<file path="config.mk">
export PLATFORM = sky130hd
export DESIGN_NAME = ramz_arbiter
export DESIGN_NICKNAME = d
export VERILOG_FILES = /design/src/rtl/ramz_arbiter.sv
export SDC_FILE = /design/constraint.sdc
export NUM_CORES = 1
export LEC_CHECK = 0
export CORE_MARGIN = 5
export CORE_UTILIZATION = 21
export DETAILED_ROUTE_END_ITERATION = 7
export GPL_TIMING_DRIVEN = 0
export PLACE_DENSITY = 0.92
export SYNTH_ARGS = -nofsm -noshare
export SYNTH_HDL_FRONTEND = slang
export SYNTH_SLANG_ARGS = --single-unit
</file>
<file path="constraint.sdc">
create_clock -name clk -period 1.6 [get_ports clk]
set_clock_uncertainty 0.05 [all_clocks]
set_input_delay 0.24 -clock clk [delete_from_list [all_inputs] [get_ports clk]]
set_output_delay 0.24 -clock clk [all_outputs]
set_load 0.02 [all_outputs]
</file>
<file path="src/rtl/ramz_arbiter.sv">
// ---------------------------------------------------------------------------
// ramz_arbiter
//   Shares one 128x32 dual-port block RAM (write port A, registered read
//   port B) between two single-beat requesters. Writes are arbitrated onto
//   port A and reads onto port B by two independent round-robin arbiters,
//   so a write and a read can both complete in the same cycle.
//
//   Optional feature macro: RAMZ_ARB_FWD_EN
//     undefined : a read that hits the same address as the granted write
//                 is held off for that cycle and retried next cycle.
//     defined   : such a read is granted anyway and its response returns
//                 the write data through a forwarding register.
//
// Ports
//   clk, rst                 single clock, async active-high reset
//   req_valid_/we_/addr_/wdata_{0,1}   request inputs per requester
//   req_ready_{0,1}          combinational grant (handshake on valid&ready)
//   rsp_valid_/rdata_{0,1}   read response, exactly one cycle after grant
//   ram_addra/wea/dina       RAM write port A
//   ram_addrb/doutb          RAM read port B (doutb registered in the RAM)
// ---------------------------------------------------------------------------
module ramz_arbiter #(
  parameter int ADDR_W = 7,
  parameter int DATA_W = 32
) (
  input  logic              clk,
  input  logic              rst,
  input  logic              req_valid_0,
  input  logic              req_valid_1,
  output logic              req_ready_0,
  output logic              req_ready_1,
  input  logic              req_we_0,
  input  logic              req_we_1,
  input  logic [ADDR_W-1:0] req_addr_0,
  input  logic [ADDR_W-1:0] req_addr_1,
  input  logic [DATA_W-1:0] req_wdata_0,
  input  logic [DATA_W-1:0] req_wdata_1,
  output logic              rsp_valid_0,
  output logic              rsp_valid_1,
  output logic [DATA_W-1:0] rsp_rdata_0,
  output logic [DATA_W-1:0] rsp_rdata_1,
  output logic [ADDR_W-1:0] ram_addra,
  output logic              ram_wea,
  output logic [DATA_W-1:0] ram_dina,
  output logic [ADDR_W-1:0] ram_addrb,
  input  logic [DATA_W-1:0] ram_doutb
);

  // Round-robin pick between two candidates: a lone candidate wins; with
  // both present the one that was not granted last time wins.
  function automatic logic pick_idx(input logic [1:0] cand, input logic last);
    logic idx;
    case (cand)
      2'b01:   idx = 1'b0;
      2'b10:   idx = 1'b1;
      2'b11:   idx = ~last;
      default: idx = 1'b0;
    endcase
    return idx;
  endfunction

  logic [1:0]        wcand_s;
  logic [1:0]        rcand_s;
  logic              wgnt_any_s;
  logic              wgnt_idx_s;
  logic              rsel_any_s;
  logic              rsel_idx_s;
  logic              rgnt_any_s;
  logic              hazard_s;
  logic [ADDR_W-1:0] waddr_s;
  logic [DATA_W-1:0] wdata_s;
  logic [ADDR_W-1:0] raddr_s;
  logic [DATA_W-1:0] rdata_s;

  logic wptr_q, wptr_d;
  logic rptr_q, rptr_d;
  logic tag_q, tag_d;
  logic rvalid_q, rvalid_d;

`ifdef RAMZ_ARB_FWD_EN
  logic              fwd_q, fwd_d;
  logic [DATA_W-1:0] fwd_data_q, fwd_data_d;
`endif

  // Candidate sets, both arbiters, request muxes and same-address hazard
  always_comb begin
    wcand_s    = {req_valid_1 & req_we_1, req_valid_0 & req_we_0};
    rcand_s    = {req_valid_1 & ~req_we_1, req_valid_0 & ~req_we_0};
    // Nothing is granted while reset is held
    wgnt_any_s = (|wcand_s) & ~rst;
    wgnt_idx_s = pick_idx(wcand_s, wptr_q);
    rsel_any_s = (|rcand_s) & ~rst;
    rsel_idx_s = pick_idx(rcand_s, rptr_q);

    // Index 0 when idle, so the RAM ports idle on requester 0 values
    if (wgnt_idx_s) begin
      waddr_s = req_addr_1;
      wdata_s = req_wdata_1;
    end else begin
      waddr_s = req_addr_0;
      wdata_s = req_wdata_0;
    end

    if (rsel_idx_s) begin
      raddr_s = req_addr_1;
    end else begin
      raddr_s = req_addr_0;
    end

    // RAM read-during-write at one address is undefined
    hazard_s = wgnt_any_s & rsel_any_s & (waddr_s == raddr_s);

`ifdef RAMZ_ARB_FWD_EN
    rgnt_any_s = rsel_any_s;
`else
    rgnt_any_s = rsel_any_s & ~hazard_s;
`endif
  end

  assign req_ready_0 = (wgnt_any_s & ~wgnt_idx_s) | (rgnt_any_s & ~rsel_idx_s);
  assign req_ready_1 = (wgnt_any_s &  wgnt_idx_s) | (rgnt_any_s &  rsel_idx_s);

  assign ram_wea   = wgnt_any_s;
  assign ram_addra = waddr_s;
  assign ram_dina  = wdata_s;
  assign ram_addrb = raddr_s;

  // Next-state for pointers, response tag and forwarding capture
  always_comb begin
    rvalid_d = rgnt_any_s;

    if (wgnt_any_s) begin
      wptr_d = wgnt_idx_s;
    end else begin
      wptr_d = wptr_q;
    end

    if (rgnt_any_s) begin
      rptr_d = rsel_idx_s;
      tag_d  = rsel_idx_s;
    end else begin
      rptr_d = rptr_q;
      tag_d  = tag_q;
    end

`ifdef RAMZ_ARB_FWD_EN
    fwd_d = hazard_s & rgnt_any_s;
    if (hazard_s) begin
      fwd_data_d = wdata_s;
    end else begin
      fwd_data_d = fwd_data_q;
    end
`endif
  end

  // State registers; reset also drops any in-flight response
  always_ff @(posedge clk or posedge rst) begin
    if (rst) begin
      wptr_q     <= 1'b0;
      rptr_q     <= 1'b0;
      tag_q      <= 1'b0;
      rvalid_q   <= 1'b0;
`ifdef RAMZ_ARB_FWD_EN
      fwd_q      <= 1'b0;
      fwd_data_q <= {DATA_W{1'b0}};
`endif
    end else begin
      wptr_q     <= wptr_d;
      rptr_q     <= rptr_d;
      tag_q      <= tag_d;
      rvalid_q   <= rvalid_d;
`ifdef RAMZ_ARB_FWD_EN
      fwd_q      <= fwd_d;
      fwd_data_q <= fwd_data_d;
`endif
    end
  end

  // Response data source: RAM output, or forwarded write data after a hazard
  always_comb begin
`ifdef RAMZ_ARB_FWD_EN
    if (fwd_q) begin
      rdata_s = fwd_data_q;
    end else begin
      rdata_s = ram_doutb;
    end
`else
    rdata_s = ram_doutb;
`endif
  end

  assign rsp_valid_0 = rvalid_q & ~tag_q;
  assign rsp_valid_1 = rvalid_q &  tag_q;
  assign rsp_rdata_0 = rdata_s;
  assign rsp_rdata_1 = rdata_s;

endmodule

</file>
==> results.json, run 1 <==
{
  "crit_path_end_kind": "output pin",
  "yosysWarnings": 0,
  "period_share_pct": 115,
  "whs_ps": 57.8,
  "vias": 1825,
  "max_slew_margin_pct": 84.1,
  "syn_inst": 148,
  "fp-row-count": 29,
  "cts_tree": "yes",
  "finalWorstSetupSlack_ps": -240,
  "ys.flop_type": "dfrtp_1",
  "tightest_slew_ps": 237,
  "async_flop_share_pct": 100,
  "p_leak_uw": 0.00184,
  "vdd_drop_max_v": 0.000247,
  "setup_violations": 48,
  "dieArea_um2": 7990,
  "htreeDepth": 1,
  "grt.overflow.total": 0,
  "gp_congestion": 0.676,
  "synth.net_count": 264,
  "fill_cells": 529,
  "fin_cells": 439,
  "clk_latency_ps": 220,
  "critPathKind": "flop to output pin",
  "port_buffers": 198,
  "outcome": "finished with violations",
  "fin_nets": 479,
  "drc": 0,
  "first_global_vias": 1898,
  "die_height_um": 89.4,
  "start_kind": "flop",
  "timing.hold.worst.class": "input pin to asynchronous set/reset pin",
  "grt_pass1_wl_mm": 9.18,
  "wl_per_cell_um": 16.8,
  "max_freq_mhz": 543,
  "numClockSinks": 3,
  "slew_violations": 0,
  "place.detailed.hpwl_mm": 6.13,
  "drtIter0Drc": 8,
  "clockRootBuffer": "clkbuf_8",
  "period_needed_ps": 1840,
  "syn_area_um2": 1320,
  "clk_path_buf_depth": 2,
  "ios": 231,
  "diodes": 0,
  "maxCapViolations": 0,
  "syn-mean-instance-area_um2": 8.94,
  "grt_max_degree": 11,
  "clk_pin_slew_ps": 30,
  "total_power_uw": 1660,
  "synth_edf_count": 0,
  "initial_utilization_pct": 21.2,
  "yosysUniqueCellTypes": 23,
  "synthToLayoutAreaGrowth_pct": 190,
  "r2r_setup_slack_ps": 220,
  "rsz0062_at_grt": "yes",
  "via_per_inst": 4.16,
  "drive_gt1_share_pct": 52.5,
  "track_usage_pct": 14.9,
  "seq_area_um2": 75.1,
  "multi_input_area_um2": 877,
  "drtPass1Iterations": 2,
  "place_inst": 423,
  "antenna_found_initial": 0,
  "setup_tns_ps": -9410,
  "cts_made_buffers": 3,
  "hold_viol_final": 0,
  "wirelength_mm": 7.37,
  "ctsHoldBuffers": 0,
  "cp.arrival_ps": 1550,
  "drtAntennaViolNets": 0,
  "die_x_um": 89.4,
  "worstPathMaxFanout": 5,
  "core_area_um2": 6240,
  "powerDensity_nw_per_um2": 432,
  "required_ps": 1310,
  "violations": "negative setup slack",
  "yosysSeqAreaShare_pct": 5.68,
  "synth-seq-cells": 3
}
==> registers in the layout, indices dropped and copies added (netlist names) <==
name	flops
wptr_q	1
rvalid_q	1
tag_q	1
==> critical path, cell delays in order, from the launching register on <==
cell	delay (ps)
dfrtp_1	410
a31o_4	300
clkbuf_16	170
mux2_4	300
buf_6	130
==> power breakdown <==
group          switching (uW)  total (uW)  internal [uW]
combinational             527        1340            809
clock                    56.3         227            170
sequential               8.88        95.1           86.2
total                     592        1660           1070
==> area by class of cell <==
cell class / instances / area share, %
Tap cell: 77 / 2.51
Clock buffer: 4 / 1.17
Sequential cell: 3 / 1.95
Inverter: 3 / 0.293
Timing Repair Buffer: 210 / 57.2
Buffer: 68 / 14.1
Multi-Input combinational cell: 74 / 22.8
==> metrics by stage <==
stage	setup slack, ps	util (%)	instance area, um2
detailed placement	-941	54.5	3400
global placement	-949	54.5	3400
CTS	-254	56.9	3550
finish	-240	61.5	3840
floorplan	66.1	-	1320
global route	-280	61.5	3840
==> synthesized netlist by cell type (2+ instances only) <==
master | instances | area (um2)
mux2_1 | 18 | 203
nand2_1 | 3 | 11.3
dfrtp_1 | 3 | 75.1
buf_4 | 64 | 480
buf_6 | 4 | 45.0
xnor2_1 | 7 | 61.3
inv_1 | 3 | 11.3
o21ai_1 | 2 | 10.0
nand2b_1 | 3 | 18.8
mux2_2 | 28 | 315
==> kinds of logic (layout without fill, tap and decap cells) <==
family	count (synthesis)	in the layout	synth area share, %
buffers and inverters	72	285	41.0
multiplexers	46	46	39.2
AO/OA/AOI/OAI	10	11	5.49
AND/OR/NAND/NOR	10	10	4.07
XOR/XNOR	7	7	4.64
flip-flops	3	3	5.68
==> placed cells by master (no fill, tap or decap), types with 2 or more instances in the layout <==
| master | netlist | layout |
|---|---|---|
| a31o_4 | 0 | 2 |
| buf_16 | 0 | 2 |
| buf_4 | 64 | 68 |
| buf_6 | 4 | 50 |
| buf_8 | 0 | 4 |
| clkbuf_16 | 0 | 2 |
| clkbuf_2 | 0 | 2 |
| clkbuf_8 | 0 | 3 |
| clkdlybuf4s15_1 | 0 | 3 |
| clkdlybuf4s50_1 | 0 | 128 |
| dfrtp_1 | 3 | 3 |
| dlygate4sd2_1 | 0 | 16 |
| inv_1 | 3 | 2 |
| mux2_2 | 28 | 19 |
| mux2_4 | 0 | 27 |
| nand2_1 | 3 | 2 |
| nand2b_4 | 0 | 2 |
| xnor2_1 | 7 | 5 |
| xnor2_2 | 0 | 2 |
==> layer usage <==
layer | share of wire (%) | vias to the layer above | GRT usage [%] | wire [um]
li1 | - | 869 | - | -
met1 | 31 | 845 | 14.4 | 2270
met2 | 57 | 104 | 30.0 | 4180
met3 | 12 | 7 | 4.70 | 855
met4 | 0.83 | 0 | 3.52 | 61
met5 | 0 | - | 0 | 0
==> repair_timing <==
| item | CTS | global route |
|---|---|---|
| buffers inserted | 7 | 2 |
| gates resized for setup | 294 | 74 |
| cloned | 2 | 3 |
| pin swaps | 8 | 5 |
| endpoints found under the setup margin | 51 | 48 |
==> worst paths after layout <==
| path | startpoint | end | cells after the start |
|---|---|---|---|
| max | wptr_q | ram_dina[19] | 4 |
| min | rst | tag_q | 2 |
| max reg2reg | wptr_q | tag_q | 5 |
| min reg2reg | tag_q | tag_q | 2 |
| max in group asynchronous | rst | rvalid_q | 2 |
| min in group clk | rst | wptr_q | 2 |
Power figures use the tool's default switching activity.
==> run 2: changes to the inputs <==
--- a/config.mk
+++ b/config.mk
@@ -7,6 +7,7 @@
 export LEC_CHECK = 0
 export CORE_MARGIN = 5
 export CORE_UTILIZATION = 21
+export CTS_CLUSTER_SIZE = 20
 export DETAILED_ROUTE_END_ITERATION = 7
 export GPL_TIMING_DRIVEN = 0
 export PLACE_DENSITY = 0.92
==> results of run 2 <==
Same layout as run 1: the final DEF is identical, and so are final timing and power.
